$ cat src/rtl/axi_bridge_mp.sv
// axi_bridge_mp: merges NUM_PORTS cache read ports onto one AXI3 AR/R pair and
// one write port onto AW/W/B. Reads are arbitrated, counted per port and held off
// on RAW_MASK ports while any write is pending.
// Ports: clk/reset (sync, active-high); rd_* request side with one-hot rd_rdy;
//   ret_* demuxed read beats; wr_* write side; ar*/r*/aw*/w*/b* AXI3 master.
// Optional macro AXI_BRIDGE_RR_ARB_EN: round-robin AR grant; otherwise fixed
//   priority with the highest port index winning.
module axi_bridge_mp #(
   parameter int                   NUM_PORTS  = 2,
   parameter int                   MAX_RD_OUT = 4,
   parameter int                   MAX_WR_OUT = 4,
   parameter int                   WR_ID      = 15,
   parameter logic [NUM_PORTS-1:0] RAW_MASK   = 2'b10
) (
   input  logic                    clk,
   input  logic                    reset,
   input  logic [NUM_PORTS-1:0]    rd_req,
   input  logic [32*NUM_PORTS-1:0] rd_addr,
   input  logic [8*NUM_PORTS-1:0]  rd_len,
   input  logic [3*NUM_PORTS-1:0]  rd_size,
   output logic [NUM_PORTS-1:0]    rd_rdy,
   output logic [NUM_PORTS-1:0]    ret_valid,
   output logic [NUM_PORTS-1:0]    ret_last,
   output logic [31:0]             ret_data,
   input  logic                    wr_req,
   input  logic [31:0]             wr_addr,
   input  logic [7:0]              wr_len,
   input  logic [2:0]              wr_size,
   output logic                    wr_addr_ok,
   input  logic [31:0]             wr_wdata,
   input  logic [3:0]              wr_wstrb,
   input  logic                    wr_wlast,
   input  logic                    wr_wvalid,
   output logic                    wr_wready,
   output logic                    wr_data_ok,
   output logic [3:0]              arid,
   output logic [31:0]             araddr,
   output logic [7:0]              arlen,
   output logic [2:0]              arsize,
   output logic [1:0]              arburst,
   output logic [1:0]              arlock,
   output logic [3:0]              arcache,
   output logic [2:0]              arprot,
   output logic                    arvalid,
   input  logic                    arready,
   input  logic [3:0]              rid,
   input  logic [31:0]             rdata,
   input  logic [1:0]              rresp,
   input  logic                    rlast,
   input  logic                    rvalid,
   output logic                    rready,
   output logic [3:0]              awid,
   output logic [31:0]             awaddr,
   output logic [7:0]              awlen,
   output logic [2:0]              awsize,
   output logic [1:0]              awburst,
   output logic [1:0]              awlock,
   output logic [3:0]              awcache,
   output logic [2:0]              awprot,
   output logic                    awvalid,
   input  logic                    awready,
   output logic [3:0]              wid,
   output logic [31:0]             wdata,
   output logic [3:0]              wstrb,
   output logic                    wlast,
   output logic                    wvalid,
   input  logic                    wready,
   input  logic [3:0]              bid,
   input  logic [1:0]              bresp,
   input  logic                    bvalid,
   output logic                    bready
);

   typedef enum logic [1:0] {W_IDLE, W_ADDR, W_DATA} wst_t;

   wst_t        r_wst;
   logic [3:0]  r_rd_out [NUM_PORTS];
   logic [3:0]  r_wr_out;
   logic        r_arvalid;
   logic [3:0]  r_ar_id;
   logic [31:0] r_ar_addr;
   logic [7:0]  r_ar_len;
   logic [2:0]  r_ar_size;
   logic        r_awvalid;
   logic [31:0] r_aw_addr;
   logic [7:0]  r_aw_len;
   logic [2:0]  r_aw_size;

   logic [NUM_PORTS-1:0] w_elig;
   logic                 w_raw_busy;
   logic                 w_gnt_vld;
   logic [3:0]           w_gnt_idx;
   logic                 w_ar_take;
   logic                 w_wr_acc;
   logic [31:0]          w_sel_addr;
   logic [7:0]           w_sel_len;
   logic [2:0]           w_sel_size;
   logic                 w_unused_ok;

   // Response codes and bid carry nothing this bridge acts on.
   assign w_unused_ok = ^{rresp, bid, bresp};

   assign arburst = 2'b01;
   assign arlock  = 2'b00;
   assign arcache = 4'b0000;
   assign arprot  = 3'b000;
   assign awburst = 2'b01;
   assign awlock  = 2'b00;
   assign awcache = 4'b0000;
   assign awprot  = 3'b000;
   assign rready  = 1'b1;
   assign bready  = 1'b1;
   assign awid    = 4'(WR_ID);
   assign wid     = 4'(WR_ID);

   assign arvalid = r_arvalid;
   assign arid    = r_ar_id;
   assign araddr  = r_ar_addr;
   assign arlen   = r_ar_len;
   assign arsize  = r_ar_size;
   assign awvalid = r_awvalid;
   assign awaddr  = r_aw_addr;
   assign awlen   = r_aw_len;
   assign awsize  = r_aw_size;

   // A write being requested, in the FSM or awaiting B all count as pending, so
   // a same-cycle write request beats a masked read.
   assign w_raw_busy = (r_wr_out != 4'd0) || (r_wst != W_IDLE) || wr_req;

   always_comb begin
      for (int p = 0; p < NUM_PORTS; p++) begin
         w_elig[p] = rd_req[p] && (r_rd_out[p] < 4'(MAX_RD_OUT))
                     && !(RAW_MASK[p] && w_raw_busy);
      end
   end

`ifdef AXI_BRIDGE_RR_ARB_EN
   logic [3:0] r_ptr;

   // Walk ports starting at r_ptr; the first eligible one wins.
   always_comb begin
      w_gnt_vld = 1'b0;
      w_gnt_idx = '0;
      for (int i = 0; i < NUM_PORTS; i++) begin
         for (int p = 0; p < NUM_PORTS; p++) begin
            if (!w_gnt_vld && w_elig[p] && (p == ((int'(r_ptr) + i) % NUM_PORTS))) begin
               w_gnt_vld = 1'b1;
               w_gnt_idx = 4'(p);
            end
         end
      end
   end

   always_ff @(posedge clk) begin
      if (reset) begin
         r_ptr <= '0;
      end else if (w_ar_take) begin
         r_ptr <= (w_gnt_idx == 4'(NUM_PORTS - 1)) ? 4'd0 : w_gnt_idx + 4'd1;
      end
   end
`else
   // Later iterations overwrite earlier ones, so the highest index wins.
   always_comb begin
      w_gnt_vld = 1'b0;
      w_gnt_idx = '0;
      for (int p = 0; p < NUM_PORTS; p++) begin
         if (w_elig[p]) begin
            w_gnt_vld = 1'b1;
            w_gnt_idx = 4'(p);
         end
      end
   end
`endif

   // The AR register can take a new request when empty or draining this cycle.
   assign w_ar_take = w_gnt_vld && (!r_arvalid || arready);

   always_comb begin
      w_sel_addr = '0;
      w_sel_len  = '0;
      w_sel_size = '0;
      for (int p = 0; p < NUM_PORTS; p++) begin
         rd_rdy[p]    = w_ar_take && (w_gnt_idx == 4'(p));
         ret_valid[p] = rvalid && (rid == 4'(p));
         ret_last[p]  = rvalid && rlast && (rid == 4'(p));
         if (w_gnt_idx == 4'(p)) begin
            w_sel_addr = rd_addr[32*p +: 32];
            w_sel_len  = rd_len[8*p +: 8];
            w_sel_size = rd_size[3*p +: 3];
         end
      end
   end

   assign ret_data = rdata;

   always_ff @(posedge clk) begin
      if (reset) begin
         r_arvalid <= 1'b0;
         r_ar_id   <= '0;
         r_ar_addr <= '0;
         r_ar_len  <= '0;
         r_ar_size <= '0;
      end else if (w_ar_take) begin
         r_arvalid <= 1'b1;
         r_ar_id   <= w_gnt_idx;
         r_ar_addr <= w_sel_addr;
         r_ar_len  <= w_sel_len;
         r_ar_size <= w_sel_size;
      end else if (arready) begin
         r_arvalid <= 1'b0;
      end
   end

   // Grant and retire in the same cycle cancel out.
   always_ff @(posedge clk) begin
      for (int p = 0; p < NUM_PORTS; p++) begin
         if (reset) begin
            r_rd_out[p] <= '0;
         end else if (rd_rdy[p] && !ret_last[p]) begin
            r_rd_out[p] <= r_rd_out[p] + 4'd1;
         end else if (ret_last[p] && !rd_rdy[p]) begin
            r_rd_out[p] <= r_rd_out[p] - 4'd1;
         end
      end
   end

   assign w_wr_acc   = wr_req && (r_wst == W_IDLE) && (r_wr_out < 4'(MAX_WR_OUT));
   assign wr_addr_ok = w_wr_acc;
   assign wr_data_ok = bvalid;
   assign wvalid     = (r_wst == W_DATA) && wr_wvalid;
   assign wr_wready  = (r_wst == W_DATA) && wready;
   assign wdata      = wr_wdata;
   assign wstrb      = wr_wstrb;
   assign wlast      = wr_wlast;

   always_ff @(posedge clk) begin
      if (reset) begin
         r_wst     <= W_IDLE;
         r_awvalid <= 1'b0;
         r_aw_addr <= '0;
         r_aw_len  <= '0;
         r_aw_size <= '0;
         r_wr_out  <= '0;
      end else begin
         if (w_wr_acc && !bvalid) begin
            r_wr_out <= r_wr_out + 4'd1;
         end else if (bvalid && !w_wr_acc) begin
            r_wr_out <= r_wr_out - 4'd1;
         end
         case (r_wst)
            W_IDLE: begin
               if (w_wr_acc) begin
                  r_aw_addr <= wr_addr;
                  r_aw_len  <= wr_len;
                  r_aw_size <= wr_size;
                  r_awvalid <= 1'b1;
                  r_wst     <= W_ADDR;
               end
            end
            W_ADDR: begin
               if (awready) begin
                  r_awvalid <= 1'b0;
                  r_wst     <= W_DATA;
               end
            end
            W_DATA: begin
               if (wr_wvalid && wready && wr_wlast) begin
                  r_wst <= W_IDLE;
               end
            end
            default: r_wst <= W_IDLE;
         endcase
      end
   end

endmodule

$ cat config.mk
export PLATFORM = sky130hd
export DESIGN_NAME = axi_bridge_mp
export DESIGN_NICKNAME = d
export VERILOG_FILES = /design/src/rtl/axi_bridge_mp.sv
export SDC_FILE = /design/constraint.sdc
export NUM_CORES = 1
export LEC_CHECK = 0
export BUFFER_PORTS_ARGS = -buffer_cell sky130_fd_sc_hd__buf_2
export CAP_MARGIN = 20
export CORE_AREA = 2 2 164 166
export CTS_CLUSTER_DIAMETER = 60
export DETAILED_ROUTE_END_ITERATION = 12
export DIE_AREA = 0 0 166 168
export PLACE_DENSITY = 0.55
export SYNTH_ARGS = -nofsm -noshare
export SYNTH_HDL_FRONTEND = slang
export SYNTH_SLANG_ARGS = --single-unit
$ cat constraint.sdc
create_clock -name clk -period 3.42 [get_ports clk]
set_input_delay 0.855 -clock clk [delete_from_list [all_inputs] [get_ports clk]]
set_output_delay 0.855 -clock clk [all_outputs]
set_load 0.005 [all_outputs]
==> impl_metrics.yaml, run 1 <==
timing:
  fin_crit_ps: 2740
  finalSetupTns_ps: 0
  slew_headroom_pct: 50.7
  rsz0062_at_grt: "false"
  hold_viol: 0
  drv_slew: 0
  fmax_mhz: 365
  tightest_slew_ps: 739
  fin_crit_sh_pct: 80.0
  setup_viol: 0
  skew_ps: 15.9
  setup_ws_ps: 684
routing:
  final_antenna_net_count: 0
  wirelength_um: 15300
  viasPerCell: 4.02
  dr_total_vias: 4444
  firstDrtPassIters: 4
  drtIter0Drc: 139
  drc: 0
  avgRoutedWirePerCell_um: 13.8
synthesis:
  synth_top_area_cell: "dfxtp_1"
  ys.flop_type: "dfxtp_1"
  netlist_instances: 602
  synthesis.area_sq_mm: 0.00540
  synth_edf_count: 8
  ys_seq_area_share_pct: 39.7
  syn_avg_cell_area_sq_um: 8.97
  synth_top_area_share_pct: 35.2
  ys_types: 42
  ys_ff_latch: 103
  synthTopCellsByCount: "106 x buf_4, 95 x dfxtp_1, 91 x nand2_1, 52 x a21oi_1, 47 x and2_1"
  async_flop_share_pct: 0
  synth.most_common_cell: "buf_4"
  yosysWarningCount: 0
  synth_area_leaders: "dfxtp_1 35%, buf_4 15%, mux2i_1 8.5%"
clocking:
  h-tree-depth: 3
  numCtsBuffers: 9
  cts.sinks: 103
  cts_resized: 0
  clock_latency_ps: 350
  cts_hold_buffers: 0
  postCtsSetupBuffers: 0
  cts_tree: "yes"
  cts_root_buffer: "clkbuf_16"
  path_clk_slew_ps: 70
  clock_path_buffers: 2
layout:
  n_antenna_cell: 0
  syn2layout_area_growth_pct: 22.1
  drive_above_1_share_pct: 36.5
  nets: 990
  n_fill_cell: 2958
  post-route-util_pct: 25.0
power_and_ir_drop:
  switching_share_pct: 33.1
  power_density_mw_per_mm2: 535
  p_int_mw: 2.36
  power_frac_comb_pct: 27.4
  seqPwrFrac_pct: 43.4
  clkPwrFrac_pct: 29.1
  vdd.ir_drop.worst_uv: 161
  power.switching_mw: 1.17
  p_leak_nw: 3.31
worst_setup_path:
  start_kind: "flop"
  crit_type: "flop to output pin"
  reg2reg_to: "r_wr_out[3]"
  critPathMaxFanout: 44
  end_kind: "output pin"
  r2r_start: "r_wr_out[2]"
  worstPathRequired_ps: 2560
  r2r_slack_ps: 940
  cp.arrival_ps: 1880
  reg2reg_depth: 10
floorplanning:
  pin_count: 425
  core_area_sq_mm: 0.0264
  num_rows: 60
  die_y_um: 168
  initial_core_util_pct: 20.5
  die_w_um: 166
  die_area_sq_mm: 0.0279
hold_path:
  holdPathStages: 2
  hp-class: "flop to flop"
  whs_endpoint: "awaddr[19]"
  min_from: "awaddr[19]"
global_routing:
  overflow: 0
  grt_usage_pct: 10.7
  grt_pass1_wl_um: 23500
  grt_pass1_vias: 4285
  grt_max_degree: 46
  antenna_found_initial: 1
job:
  cap_violations: 0
place:
  dp_slack_ps: 476
  place.port_buffers: 245
  dp_hpwl_um: 11400
  place.gp.congestion: 0.708
status:
  outcome: "complete, no violations"
[placed cells by master, fill, tap and decap left out, drive strengths merged, types with 2 or more instances in the layout]
| cell type | instances |
|---|---|
| nand4 | 3 |
| and2 | 48 |
| dfxtp | 95 |
| nor4 | 3 |
| ha | 7 |
| buf | 254 |
| nand3b | 2 |
| edfxtp | 8 |
| clkbuf | 9 |
| conb | 35 |
| xnor2 | 3 |
| nand2 | 91 |
| nor2 | 10 |
| nor2b | 4 |
| a21o | 3 |
| xor2 | 3 |
| fa | 2 |
| nand3 | 6 |
| inv | 15 |
| nand2b | 2 |
| a21oi | 52 |
| mux2i | 46 |
| o2bb2ai | 43 |
| nor3 | 4 |
| clkinv | 4 |
[power by group through the flow]
stage          Combinational [mW]  Sequential [mW]  Clock (mW)
2_1_floorplan               0.662             1.57           0
3_3_place_gp                0.976             1.55           0
3_5_place_dp                0.986             1.56           0
4_1_cts                     0.986             1.53        1.10
5_1_grt                      1.10             1.56        1.13
6_report                    0.967             1.53        1.03
[worst max path at each step]
stage / depth (start not counted) / end / start
after floorplan: 10 / r_wr_out[3] / wr_req
after global placement: 10 / r_rd_out[1][3] / rid[1]
after detailed placement: 10 / r_rd_out[1][3] / rid[1]
after CTS: 5 / wr_addr_ok / r_wr_out[2]
after global routing: 5 / wr_addr_ok / r_wr_out[2]
final: 5 / wr_addr_ok / r_wr_out[2]
[logic make-up after synthesis]
logic type	after synthesis	share of synthesized area (%)
DFF	103	39.7
xor gates and xnor gates	6	0.974
AOI/OAI and AO/OA	103	13.0
muxes	47	8.74
adders and majority gates	9	2.36
buffers and inverters	153	18.3
and+or+nand+nor	179	16.8
other	2	0.139
[critical path: stages, from the launching register on]
cell and delay, ps:
dfxtp_1 350, nor4_4 400, nand2_2 100, clkinv_1 70, buf_4 400, buf_2 210
[state kept, by name (all words and copies together), names as in the netlist]
signal and flops:
araddr 32, arid 1, arlen 8, arsize 3
arvalid 1, awaddr 32, awlen 8, awsize 3
awvalid 1, r_rd_out 8, r_wr_out 4, r_wst 2
[cell type report]
class	count	area (sq um)	share of cell area, %
clock buffers	9	225	3.42
clock inverters	7	55.1	0.836
inverters	12	45.0	0.684
multi-input cells	379	2400	36.4
flip-flops and latches	103	2140	32.5
well taps	341	427	6.48
repair buffers	254	1290	19.6
[metal layers]
layer | routed length, um | part of all wire [%] | GRT usage [%] | up-vias
met5 | 13 | 0.085 | 0 | -
li1 | - | - | - | 2194
met2 | 7270 | 48 | 18.2 | 242
met4 | 278 | 1.8 | 3.63 | 2
met3 | 1450 | 9.5 | 4.54 | 24
met1 | 6260 | 41 | 12.1 | 1982
[through the flow]
stage	hold slack [ps]	area [sq um]	std cells	total power, mW
5_1_grt	471	6590	1105	3.79
3_5_place_dp	442	6310	1089	2.54
3_3_place_gp	439	6310	1089	2.53
4_1_cts	456	6590	1105	3.62
6_report	452	6590	1105	3.52
2_1_floorplan	453	5520	635	2.23
No activity file was read; power rests on OpenSTA's default activity.
==> inputs of run 2 (changes only) <==
--- a/config.mk
+++ b/config.mk
@@ -7,11 +7,11 @@
 export LEC_CHECK = 0
 export BUFFER_PORTS_ARGS = -buffer_cell sky130_fd_sc_hd__buf_2
 export CAP_MARGIN = 20
-export CORE_AREA = 2 2 164 166
+export CORE_AREA = 2 2 163 165
 export CTS_CLUSTER_DIAMETER = 60
 export DETAILED_ROUTE_END_ITERATION = 12
-export DIE_AREA = 0 0 166 168
-export PLACE_DENSITY = 0.55
+export DIE_AREA = 0 0 165 167
+export PLACE_DENSITY = 0.57
 export SYNTH_ARGS = -nofsm -noshare
 export SYNTH_HDL_FRONTEND = slang
 export SYNTH_SLANG_ARGS = --single-unit
==> constraint.sdc (replaced) <==
create_clock -name clk -period 2.5 [get_ports clk]
set_input_delay 0.625 -clock clk [delete_from_list [all_inputs] [get_ports clk]]
set_output_delay 0.625 -clock clk [all_outputs]
set_load 0.005 [all_outputs]
==> run 2 against run 1 <==
Final area up 1.8%. Register-to-register slack worse by 780 ps. Sequential share of layout area down 0.59 points. Critical path type is now flop to flop. Clock skew up 1.4 ps. Final cell count up 0.27%. Sequential power up 37%. Flip-flop and latch count unchanged. Worst hold slack about the same.
==> impl_metrics.yaml, run 2 (synthesis gave the netlist of run 1 again) <==
timing:
  fin_crit_ps: 2340
  setup_viol: 0
  fmax_mhz: 427
  fin_crit_sh_pct: 93.8
  rsz0062_at_grt: "false"
  slew_headroom_pct: 65.0
  timing.hold.ws_ps: 451
  hold_viol: 0
  drv_slew: 0
  skew_ps: 17.3
  tightest_slew_ps: 525
worst_setup_path:
  worstSetupStartpoint: "r_wst[1]"
  critPathMaxFanout: 4
  reg2reg_to: "r_wr_out[3]"
  end_kind: "flop"
  cp.arrival_ps: 2580
  worstPathRequired_ps: 2740
  start_kind: "flop"
  reg2reg_depth: 10
  r2r_slack_ps: 160
  r2r_start: "r_wst[1]"
  crit_type: "flop to flop"
hold_path:
  min_from: "awaddr[23]"
  whs_endpoint: "awaddr[23]"
  holdPathStages: 2
  hp-class: "flop to flop"
floorplanning:
  die_area_sq_mm: 0.0276
  num_rows: 59
  die_w_um: 165
  initial_core_util_pct: 21.0
  pin_count: 425
  core_area_sq_mm: 0.0258
  die_y_um: 167
power_and_ir_drop:
  p_leak_nw: 3.37
  power_mw: 4.97
  vdd.ir_drop.worst_uv: 309
  power_density_mw_per_mm2: 741
  p_int_mw: 3.36
  power.switching_mw: 1.61
  power_frac_comb_pct: 27.5
  seqPwrFrac_pct: 42.1
  switching_share_pct: 32.4
  clkPwrFrac_pct: 30.3
layout:
  drive_above_1_share_pct: 37.5
  layout.cells.most_common: "buf_2"
  nets: 999
  syn2layout_area_growth_pct: 24.3
  fin_cells: 1108
  n_antenna_cell: 0
  post-route-util_pct: 26.0
  mostFrequentLayoutCells: "245 x buf_2, 95 x dfxtp_1, 90 x nand2_1, 51 x a21oi_1, 47 x and2_1"
global_routing:
  grt_pass1_vias: 4348
  grt_max_degree: 63
  grt_usage_pct: 11.2
  met2_usage_pct: 18.9
  grt_util_met1_pct: 12.4
  grt.busiest_layer: "met2"
  met3_usage_pct: 4.86
  grt_pass1_wl_um: 23800
  overflow: 0
  antenna_found_initial: 1
clocking:
  postCtsSetupBuffers: 0
  clock_latency_ps: 360
  numCtsBuffers: 9
  h-tree-depth: 3
  cts.sinks: 103
  path_clk_slew_ps: 80
  cts_tree: "yes"
  clock_path_buffers: 2
  cts_root_buffer: "clkbuf_16"
routing:
  drc: 0
  final_antenna_net_count: 0
  firstDrtPassIters: 5
  avgRoutedWirePerCell_um: 14.3
  viasPerCell: 4.06
  drtIter0Drc: 119
  wirelength_um: 15900
  dr_total_vias: 4498
job:
  cap_violations: 0
place:
  dpl.cell_count: 1092
  place.gp.congestion: 0.749
  place.port_buffers: 245
  dp_hpwl_um: 11900
status:
  outcome: "complete, no violations"
## run 2: changes by cell type in the layout (fill, tap and decap cells not counted)
| cell | previous run | this run |
|---|---|---|
| clkinv_2 | 1 | 0 |
| clkinv_4 | 1 | 2 |
| a21oi_1 | 52 | 51 |
| clkinv_1 | 2 | 1 |
| clkinvlp_4 | 0 | 1 |
| a21oi_2 | 0 | 1 |
| buf_4 | 9 | 15 |
| bufinv_16 | 0 | 1 |
| buf_6 | 0 | 1 |
| buf_12 | 0 | 2 |
| inv_6 | 3 | 2 |
## run 2: timing repair
item	in CTS	in global routing
hold buffers	0	0
hold endpoints to repair	0	0
endpoints found under the setup margin	1	0
gates resized for setup	1	0
## run 2: worst max path at each step
stage | end | slack [ps] | cells after the start
after floorplan | r_wr_out[3] | -20 | 11
after global placement | r_rd_out[1][3] | -7 | 10
after detailed placement | r_rd_out[1][3] | -40 | 10
after CTS | wr_addr_ok | 80 | 5
after global routing | r_wr_out[3] | 20 | 10
final | r_wr_out[3] | 160 | 10
## run 2: stage by stage
stage / setup TNS (ps) / instance area, sq um / setup WS [ps]
floorplan: -24.0 / 5540 / -24.0
global placement: -7.26 / 6400 / -7.26
detailed placement: -42.7 / 6400 / -42.7
CTS: 0 / 6710 / 75.9
global route: 0 / 6710 / 15.9
finish: 0 / 6710 / 156
## run 2: per-layer routing
layer | routed length, um | vias to the layer above
li1 | - | 2216
met4 | 375 | 0
met3 | 1720 | 30
met5 | 0 | -
met1 | 6150 | 2010
met2 | 7630 | 242
## run 2: power groups by stage
stage,clock (mW),combinational [mW],sequential (mW)
floorplan,0,0.929,2.14
global placement,0,1.38,2.12
detailed placement,0,1.39,2.13
CTS,1.60,1.40,2.10
global route,1.66,1.55,2.13
finish,1.51,1.37,2.09
## run 2: layout make-up
cell class | instances | area, sq um
clock buffers | 9 | 225
clock inverters | 7 | 78.8
fillers | 2845 | 19100
inverters | 12 | 50.0
multi-input cells | 379 | 2400
flip-flops and latches | 103 | 2140
well taps | 335 | 419
repair buffers | 263 | 1390
## run 2: worst max-delay path, stage by stage (launching register included)
cell	delay (ps)
dfxtp_1	350
nor4_4	340
nand2_2	120
clkinv_4	60
ha_1	150
inv_1	50
ha_1	270
a21o_1	190
a21oi_2	140
mux2i_1	210
mux2_2	340
==> inputs of run 3 (changes only) <==
--- a/config.mk
+++ b/config.mk
@@ -11,6 +11,7 @@
 export CTS_CLUSTER_DIAMETER = 60
 export DETAILED_ROUTE_END_ITERATION = 12
 export DIE_AREA = 0 0 165 167
+export GPL_TIMING_DRIVEN = 0
 export PLACE_DENSITY = 0.57
 export SYNTH_ARGS = -nofsm -noshare
 export SYNTH_HDL_FRONTEND = slang
==> run 3 against run 2 <==
Wire length up 18%. Non-clock buffer count up 201. Sequential power about the same. Clock skew down 3.1 ps. Fmax down 4.5%. Critical path depth down 4. Total power up 4.3%. Sequential share of layout area down 5.0 points. Worst hold slack better by 2.9 ps. Clock power down 8%. Critical path type is now flop to output pin. Largest cell class is now non-clock buffers.
==> impl_metrics.yaml, run 3 (synthesis gave the netlist of run 1 again) <==
place:
  place.port_buffers: 312
  place.gp.congestion: 0.737
  dp_hpwl_um: 14900
  dpl.cell_count: 1282
power_and_ir_drop:
  switching_share_pct: 33.5
  seqPwrFrac_pct: 40.6
  power_frac_comb_pct: 32.6
  power.switching_mw: 1.74
  p_leak_nw: 4.19
  clkPwrFrac_pct: 26.8
  p_int_mw: 3.45
  vdd.ir_drop.worst_uv: 247
  power_density_mw_per_mm2: 651
floorplanning:
  initial_core_util_pct: 21.0
  die_y_um: 167
  die_w_um: 165
  pin_count: 425
  num_rows: 59
  die_area_sq_mm: 0.0276
  core_area_sq_mm: 0.0258
timing:
  skew_ps: 14.2
  hold_viol: 0
  fin_crit_sh_pct: 98.2
  rsz0062_at_grt: "true"
  drv_slew: 0
  fmax_mhz: 407
  finalSetupTns_ps: 0
  fin_crit_ps: 2450
  tightest_slew_ps: 768
  setup_viol: 0
  slew_headroom_pct: 48.8
worst_setup_path:
  cp.arrival_ps: 1830
  worstPathRequired_ps: 1880
  cp_slowest_cell: "dfxtp_4"
  start_kind: "flop"
  critPathMaxFanout: 5
  critPathMaxStageDelay_ps: 370
  end_kind: "output pin"
  path_cells: "nor4_4 > buf_4 > nand4_1 > buf_4 > inv_2 > buf_6"
  crit_type: "flop to output pin"
  path_common_cell: "buf_4"
routing:
  wirelength_um: 18800
  drc: 0
  final_antenna_net_count: 0
  drtIter0Drc: 203
  viasPerCell: 3.99
  firstDrtPassIters: 4
  avgRoutedWirePerCell_um: 14.4
  dr_total_vias: 5231
layout:
  fin_cells: 1310
  syn2layout_area_growth_pct: 47.7
  drive_above_1_share_pct: 49.2
  n_fill_cell: 2785
  nets: 1200
  layout.cells.most_common: "buf_2"
  mostFrequentLayoutCells: "322 x buf_2, 118 x buf_4, 93 x dfxtp_1, 90 x nand2_1, 50 x a21oi_1"
status:
  outcome: "complete, no violations"
clocking:
  path_clk_slew_ps: 70
  clock_latency_ps: 360
  cts_tree: "yes"
  cts_hold_buffers: 0
  clock_path_buffers: 2
  cts_root_buffer: "clkbuf_16"
  cts.sinks: 103
  h-tree-depth: 3
  numCtsBuffers: 9
global_routing:
  antenna_found_initial: 2
  grt_usage_pct: 13.1
  grt_max_degree: 19
  grt_pass1_vias: 5024
  grt_pass1_wl_um: 27600
  overflow: 0
job:
  cap_violations: 0
hold_path:
  hp-class: "flop to flop"
==> run 3: cell count changes in the layout (fill, tap and decap cells not counted), moves of 2 or more <==
| cell | delta |
|---|---|
| buf_4 | +103 |
| buf_2 | +77 |
| clkbuf_1 | +22 |
| inv_1 | -3 |
| inv_2 | +3 |
| dfxtp_1 | -2 |
==> run 3: layout make-up <==
cell class	instances	area (sq um)	area share [%]
multi-input combinational	379	2450	30.7
inverter	12	57.6	0.722
clock inverter	6	53.8	0.675
clock buffer	10	229	2.87
timing repair buffer	325	1670	20.9
tap	335	419	5.26
sequential	103	2150	26.9
buffer	139	947	11.9
antenna	1	2.50	0.0314
==> run 3: stage by stage <==
step                util, %  hold WS [ps]  area [sq um]  setup WS [ps]  total power, mW
floorplan                 -           453          5540          -24.0             3.07
global placement       29.2           438          7520           -534             3.75
detailed placement     29.2           441          7520           -524             3.76
CTS                    30.6           454          7890          -12.2             5.29
global route           30.9           472          7970          -81.3             5.57
finish                 30.9           454          7970           45.1             5.19
==> run 3: routing by layer <==
layer	GRT usage, %	wire length [um]
met3	4.13	1830
met2	24.0	9600
met5	0	13
met4	3.89	282
met1	14.2	7080
==> run 3: final timing paths <==
| check | from | end | slack [ps] | depth (start not counted) |
|---|---|---|---|---|
| max | r_wst[0] | rd_rdy[1] | 50 | 6 |
| min | awaddr[29] | awaddr[29] | 450 | 2 |
| max reg2reg | r_wst[0] | r_rd_out[1][3] | 70 | 10 |
| min reg2reg | awaddr[29] | awaddr[29] | 450 | 2 |
==> run 3: repair_timing <==
action                                  CTS  global route
setup buffers                             7             6
pin swaps                                 4             9
endpoints found under the setup margin    4             4
cloned                                    0             0
resized for setup                         9            11
==> run 3: power groups by stage <==
stage	Sequential, mW	Clock, mW	Combinational, mW
final	2.10	1.39	1.69
after global routing	2.14	1.52	1.91
after detailed placement	2.13	0	1.63
after global placement	2.13	0	1.62
after CTS	2.10	1.48	1.71
after floorplan	2.14	0	0.929
==> run 3: worst max-delay path: cells and delay by family (launching register included) <==
family                 cells  cell delay [ps]
AND/OR/NAND/NOR            2              580
buffers and inverters      4              540
flip-flops                 1              370
